[src/rtl/cacheline_adaptor.sv]
// Cache-line adaptor: turns one 256-bit line read/write from the cache side
// into a 4-beat 64-bit burst on the memory side, and back.
//
// Handshake: read_i/write_i are level requests held until the one-cycle resp_o
// pulse. On the memory side each cycle with resp_i=1 while read_o/write_o is
// high transfers exactly one beat; resp_i=0 stalls with nothing changing.
module cacheline_adaptor #(
  parameter int BEAT_W = 64,
  parameter int BEATS  = 4,
  localparam int LINE_W = BEAT_W * BEATS,
  localparam int BW     = $clog2(BEATS)
) (
  input  logic              clk,
  input  logic              rst,
  input  logic [31:0]       address_i,
  input  logic              read_i,
  input  logic              write_i,
  input  logic [LINE_W-1:0] line_i,
  output logic [LINE_W-1:0] line_o,
  output logic              resp_o,
  output logic [31:0]       address_o,
  output logic              read_o,
  output logic              write_o,
  output logic [BEAT_W-1:0] burst_o,
  input  logic [BEAT_W-1:0] burst_i,
  input  logic              resp_i,
  output logic [1:0]        state_dbg
);

  typedef enum logic [1:0] {IDLE = 2'd0, RD = 2'd1, WR = 2'd2, DONE = 2'd3} state_t;

  localparam logic [31:0] OFF_MASK = 32'(LINE_W / 8 - 1);

  state_t            state_q, state_d;
  logic [BW-1:0]     beat_q, beat_d, beat_nxt;
  logic              last_beat;
  logic [LINE_W-1:0] buf_q, buf_d;
  logic [LINE_W-1:0] line_d;
  logic [31:0]       address_d;
  logic              resp_d, read_d, write_d;
  logic [BEAT_W-1:0] burst_d;

  assign beat_nxt  = beat_q + 1'b1;
  assign last_beat = (beat_q == BW'(BEATS - 1));
  assign state_dbg = state_q;

  // State and every output are flops; reset drops the memory request at once.
  always_ff @(posedge clk or posedge rst) begin
    if (rst) begin
      state_q   <= IDLE;
      beat_q    <= '0;
      buf_q     <= '0;
      line_o    <= '0;
      resp_o    <= 1'b0;
      address_o <= '0;
      read_o    <= 1'b0;
      write_o   <= 1'b0;
      burst_o   <= '0;
    end else begin
      state_q   <= state_d;
      beat_q    <= beat_d;
      buf_q     <= buf_d;
      line_o    <= line_d;
      resp_o    <= resp_d;
      address_o <= address_d;
      read_o    <= read_d;
      write_o   <= write_d;
      burst_o   <= burst_d;
    end
  end

  always_comb begin
    state_d = state_q;
    beat_d  = beat_q;
    unique case (state_q)
      IDLE: begin
        if (write_i) begin
          state_d = WR;
          beat_d  = '0;
        end else if (read_i) begin
          state_d = RD;
          beat_d  = '0;
        end
      end
      RD, WR: begin
        if (resp_i) begin
          beat_d = beat_nxt;
          if (last_beat) state_d = DONE;
        end
      end
      DONE:    state_d = IDLE;
      default: state_d = IDLE;
    endcase
  end

  // Next values of the registered outputs; write has priority over read in IDLE.
  always_comb begin
    address_d = address_o;
    read_d    = read_o;
    write_d   = write_o;
    burst_d   = burst_o;
    line_d    = line_o;
    resp_d    = 1'b0;
    buf_d     = buf_q;
    unique case (state_q)
      IDLE: begin
        if (write_i) begin
          address_d = address_i & ~OFF_MASK;
          write_d   = 1'b1;
          buf_d     = line_i;
          burst_d   = line_i[BEAT_W-1:0];
        end else if (read_i) begin
          address_d = address_i & ~OFF_MASK;
          read_d    = 1'b1;
        end
      end
      RD: begin
        if (resp_i) begin
          buf_d[beat_q*BEAT_W +: BEAT_W] = burst_i;
          if (last_beat) begin
            read_d = 1'b0;
            resp_d = 1'b1;
            line_d = buf_d;
          end
        end
      end
      WR: begin
        if (resp_i) begin
          if (last_beat) begin
            write_d = 1'b0;
            resp_d  = 1'b1;
          end else begin
            burst_d = buf_q[beat_nxt*BEAT_W +: BEAT_W];
          end
        end
      end
      default: ;
    endcase
  end

endmodule

[config.mk]
export PLATFORM = sky130hd
export DESIGN_NAME = cacheline_adaptor
export DESIGN_NICKNAME = d
export VERILOG_FILES = /design/src/rtl/cacheline_adaptor.sv
export SDC_FILE = /design/constraint.sdc
export NUM_CORES = 1
export LEC_CHECK = 0
export ABC_CLOCK_PERIOD_IN_PS = 29200
export CAP_MARGIN = 10
export CELL_PAD_IN_SITES_DETAIL_PLACEMENT = 1
export CELL_PAD_IN_SITES_GLOBAL_PLACEMENT = 2
export CORE_AREA = 2 2 317 319
export CTS_CLUSTER_DIAMETER = 80
export DETAILED_ROUTE_END_ITERATION = 10
export DIE_AREA = 0 0 319 321
export HOLD_SLACK_MARGIN = 0.12
export PLACE_DENSITY_LB_ADDON = 0.1
export SKIP_CTS_REPAIR_TIMING = 1
export SYNTH_ARGS = -nofsm -noshare
export SYNTH_HDL_FRONTEND = slang
export SYNTH_SLANG_ARGS = --single-unit
[constraint.sdc]
create_clock -name clk -period 29.2 [get_ports clk]
set_input_delay 8.76 -clock clk [delete_from_list [all_inputs] [get_ports clk]]
set_output_delay 8.76 -clock clk [all_outputs]
set_load 0.05 [all_outputs]
Word-level counts from Yosys, hierarchy flattened

Index checks and enable logic that the tools add are counted.

$add $sub $neg: 2
Eq/ne operators: 15
Shift-type cells: 3
Muxes and demuxes: 29
Reduce and logical (&&, ||, !) cells: 14

Operators with widths:

| kind                        | number |
|---|---|
| $mux W256                   | 2 |
| $pmux W256 S2               | 1 |
| $bwmux W256                 | 1 |
| $shift A64 B34 Y256 const A | 1 |
| $shiftx A256 B9 Y64         | 1 |
| $shiftx A64 B34 Y256        | 1 |
| $mux W64                    | 3 |
| $pmux W64 S2                | 1 |
| $mux W32                    | 2 |
| $neg A8 Y34                 | 1 |
| $ne A2 B2 Y1 const B        | 8 |
| $mux W2                     | 7 |
| $reduce_and A3 Y1           | 4 |
| $mux W1                     | 8 |
| $reduce_and A4 Y1           | 2 |
| $reduce_bool A2 Y1          | 4 |
| $eq A2 B2 Y1 const B        | 3 |
| $pmux W2 S3                 | 1 |
| $reduce_and A5 Y1           | 1 |
| $ne A2 B1 Y1 const B        | 2 |
| $pmux W1 S2                 | 2 |
| $pmux W2 S2                 | 1 |
| $ne A3 B3 Y1 const B        | 1 |
| $add A2 B1 Y2 const B       | 1 |
| 4 further kinds             | 4 |

Flip-flop bits (word level): 615
Word-level logic and storage cells: 72

Depth between registers and ports, before layout

Depth in word-level cells: 5
Gate-level depth with buffers: 13
Gate-level depth less buffers: 6

Worst setup path after synthesis

No wires, ideal clock.

Path type: input to register
Start point: in resp_i
End point: reg line_o[130]
Setup time: 0.135 ns
Arrival: 9.829 ns
Setup slack: 19.236 ns
Stages: 8
Path buffers: 5
Cells stage by stage: buf_2 -> nand3_2 -> buf_2 -> buf_2 -> buf_2 -> buf_2 -> nand2_1 -> o21ai_0

Longest elaborated chain between the ends: 1

Ends and longest elaborated chain:

| element                     | line | source |
|---|---|---|
| start, declared             | 26   | `input logic resp_i,` |
| $reduce_and A3 Y1 (no line) | --   |  |
| end signal, assigned        | 63   | `line_o <= line_d;` |
| end, declared               | 19   | `output logic [LINE_W-1:0] line_o,` |

Every way passes these cells.
A chain may end at the register's enable or synchronous reset.

==> flow_metrics.py <==
metrics = {
    "outcome": {
        "status": "completed",
    },
    "layout": {
        "fin_nets": 3987,
        "ff_latch_area_um2": 15300,
        "multi_input_area_um2": 14000,
        "area_growth_syn_to_layout_pct": 34.2,
        "fin_cells": 4987,
        "drive_above_1_share": 0.0969,
        "nFillCells": 11100,
        "final_util": 0.412,
    },
    "pwr": {
        "clkPwrFrac": 0.179,
        "switchingPower_uw": 2660,
        "ir_drop_mv": 0.149,
        "power.share.combinational": 0.545,
        "p_int_uw": 2860,
        "p_per_area_nw_per_um2": 135,
        "power_frac_seq": 0.276,
        "p_leak_uw": 0.0167,
        "power_switching_share": 0.482,
    },
    "critical_path": {
        "cp_max_fo": 131,
        "start_kind": "input port",
        "crit_path_end": "address_o[13]",
        "crit_required_ps": 29810,
        "timing.rr.start": "beat_q[0]",
        "path_class": "in -> async",
        "crit_arrival_ps": 12350,
        "r2r-end": "buf_q[238]",
        "reg2reg_depth": 8,
        "cp-end-kind": "async pin",
        "worst-r2r-setup-slack_ps": 24420,
        "setup.worst_path.start": "rst",
    },
    "placement": {
        "dpl.hpwl_um": 88500,
        "place_congestion": 0.835,
        "io_buffers": 703,
        "dpl.cell_count": 4839,
    },
    "timing": {
        "setup_violations": 0,
        "fin_crit_ps": 11750,
        "fin_crit_sh": 0.402,
        "tightest_slew_ps": 1190,
        "slew_viol_final": 0,
        "fmax_ghz": 0.0851,
        "setup_tns_ps": 0,
        "rsz0062_at_grt": "false",
        "relSlewSlack": 0.207,
        "clock_skew_ps": 13.9,
        "hold_viol": 0,
    },
    "global_routing": {
        "grt_max_degree": 222,
        "grt_pass1_wl_um": 202000,
        "grt_pass1_vias": 28800,
        "antenna_found_initial": 31,
        "grt-ovfl-total": 0,
        "grt_use_total": 0.265,
    },
    "floorplan": {
        "fp.dieW_um": 319,
        "start_util": 0.307,
        "fp.dieH_um": 321,
        "pin_count": 714,
        "fp.coreArea_um2": 99300,
        "dieArea_um2": 102000,
        "rows": 116,
    },
    "drt": {
        "drc_errors": 0,
        "wirelength_um": 138000,
        "num_vias": 26900,
        "antenna_left": 0,
        "first_iter_violations": 1559,
        "drtPass1Iterations": 5,
        "viasPerCell": 5.38,
        "wl_per_cell_um": 27.7,
    },
    "synthesis": {
        "synth_top_family_by_area": "compound AO/OA/AOI/OAI gates",
        "synth_compound_area_frac": 0.216,
        "syn_avg_cell_area_um2": 9.89,
        "synthCells": 3083,
        "ys_seq_area_frac": 0.501,
        "synth_edf_count": 0,
        "yosys.area_share.simple": 0.153,
        "synth-seq-cells": 610,
        "yosysUniqueCellTypes": 41,
        "synthMuxAreaShare": 0.0793,
        "synthArstFlopShare": 1.00,
        "synthFlopType": "dfrtp_1",
        "synth_fa_ha_area_frac": 0.00410,
        "synth_xor_area_frac": 0,
        "synth_area_um2": 30500,
        "synth-warning-count": 0,
    },
    "clock_tree": {
        "path_clk_slew_ps": 60,
        "htreeDepth": 3,
        "cts_root_buf": "clkbuf_16",
        "cts_buffers": 77,
        "clockBufferDepth": 3,
        "worstSkewPairLatency_ps": 630,
        "cts_tree": "built",
        "cts_sinks": 610,
    },
    "hold_path": {
        "worstHoldPathType": "reg -> reg",
    },
    "job": {
        "cap_violations": 0,
    },
}
## sequential cells by signal, indices dropped and copies added (netlist names)
register   cells
read_o         1
line_o       256
state_dbg      2
buf_q        256
beat_q         2
burst_o       64
resp_o         1
write_o        1
address_o     27
## through the flow
| step | power [uW] | cell area [um^2] | hold slack [ps] | setup slack [ps] |
|---|---|---|---|---|
| global route | 5820 | 40900 | 502 | 16990 |
| finish | 5520 | 40900 | 478 | 17450 |
| global placement | 4500 | 38300 | 464 | 16720 |
| floorplan | 3460 | 30500 | 458 | 3360 |
| detailed placement | 4560 | 38300 | 470 | 16670 |
| CTS | 5580 | 40900 | 483 | 17350 |
## how the worst min path moves through the flow
stage | startpoint | endpoint | depth (start not counted)
6_report | line_o[17] | line_o[17] | 2
5_1_grt | buf_q[0] | buf_q[0] | 1
4_1_cts | line_o[150] | line_o[150] | 2
3_5_place_dp | line_o[150] | line_o[150] | 2
3_3_place_gp | line_o[24] | line_o[24] | 2
2_1_floorplan | buf_q[199] | buf_q[199] | 1
## cell usage in the layout, fill, tap and decap left out, types with 4 or more instances in the layout
cell             instances
a21oi_1                215
nand3_1                  4
clkinv_2                12
a211oi_1                 7
a21o_1                  85
bufinv_16                4
clkbuf_1                 9
clkdlybuf4s50_1        703
a22oi_1                 64
o211ai_1                64
o21ai_1                 44
buf_4                   34
mux2i_1                 65
clkbuf_8                24
a31oi_1                149
nor2b_1                299
nand3b_1                64
ha_4                     6
inv_1                    8
clkbuf_16               81
mux4_2                  64
nor2_1                 151
a211oi_2                79
dfrtp_1                609
mux2_2                  27
o21ai_0                323
diode_2                 17
ha_1                     4
nand2_1                434
conb_1                   5
buf_12                   5
## critical path, stage by stage
cell and delay (ps):
clkdlybuf4s50_1 490, inv_8 540, buf_4 740, buf_12 590, buf_4 870
## layout make-up
| class | instances | area share |
|---|---|---|
| tap | 1298 | 0.0397 |
| sequential | 610 | 0.373 |
| clock buffer | 114 | 0.0584 |
| multi-input combinational | 2180 | 0.341 |
| antenna | 17 | 0.00104 |
| inverter | 9 | 0.00101 |
| clock inverter | 17 | 0.00459 |
| timing repair buffer | 742 | 0.181 |
## power groups by stage
stage	Combinational, uW	Clock [uW]	Sequential (uW)
final	3010	988	1530
after global routing	3200	1050	1570
after CTS	3040	1010	1530
after detailed placement	3020	0	1540
after global placement	2980	0	1520
after floorplan	1340	0	2130
## routing by layer
metal | part of all wire | GRT usage
met5 | 0.0012 | 0
met4 | 0.036 | 0.106
met3 | 0.062 | 0.0596
met2 | 0.49 | 0.445
met1 | 0.41 | 0.332
## cell families (layout without fill, tap and decap cells)
logic type | count (synthesis) | after routing
AO/OA/AOI/OAI | 1041 | 1041
adder cells (fa/ha/maj) | 10 | 10
buffers and inverters | 297 | 882
flip-flops | 610 | 610
multiplexers | 157 | 157
other | 1 | 22
AND/OR/NAND/NOR | 967 | 967
## cell usage after synthesis, types with 2 or more instances
cell	count	area [um^2]
o21ai_0	323	1620
clkbuf_1	131	492
nor2_1	152	571
nor2b_1	299	1870
o21ai_1	44	220
dfrtp_1	610	15300
a21o_1	88	661
mux2i_1	65	651
o211ai_1	64	480
mux4_2	64	1440
nand3_1	4	20.0
a211oi_2	79	988
a211oi_1	8	60.1
nand3b_1	64	480
mux2_2	27	304
a31oi_1	149	932
buf_6	17	191
a21oi_1	215	1080
buf_2	125	626
a22o_1	2	17.5
nand2b_1	2	12.5
a22oi_1	64	480
nand2_1	436	1640
ha_1	10	125
nor3b_1	3	22.5
buf_4	8	60.1
buf_1	7	26.3
inv_1	9	33.8
a221oi_1	2	17.5
Power figures use the tool's default switching activity.
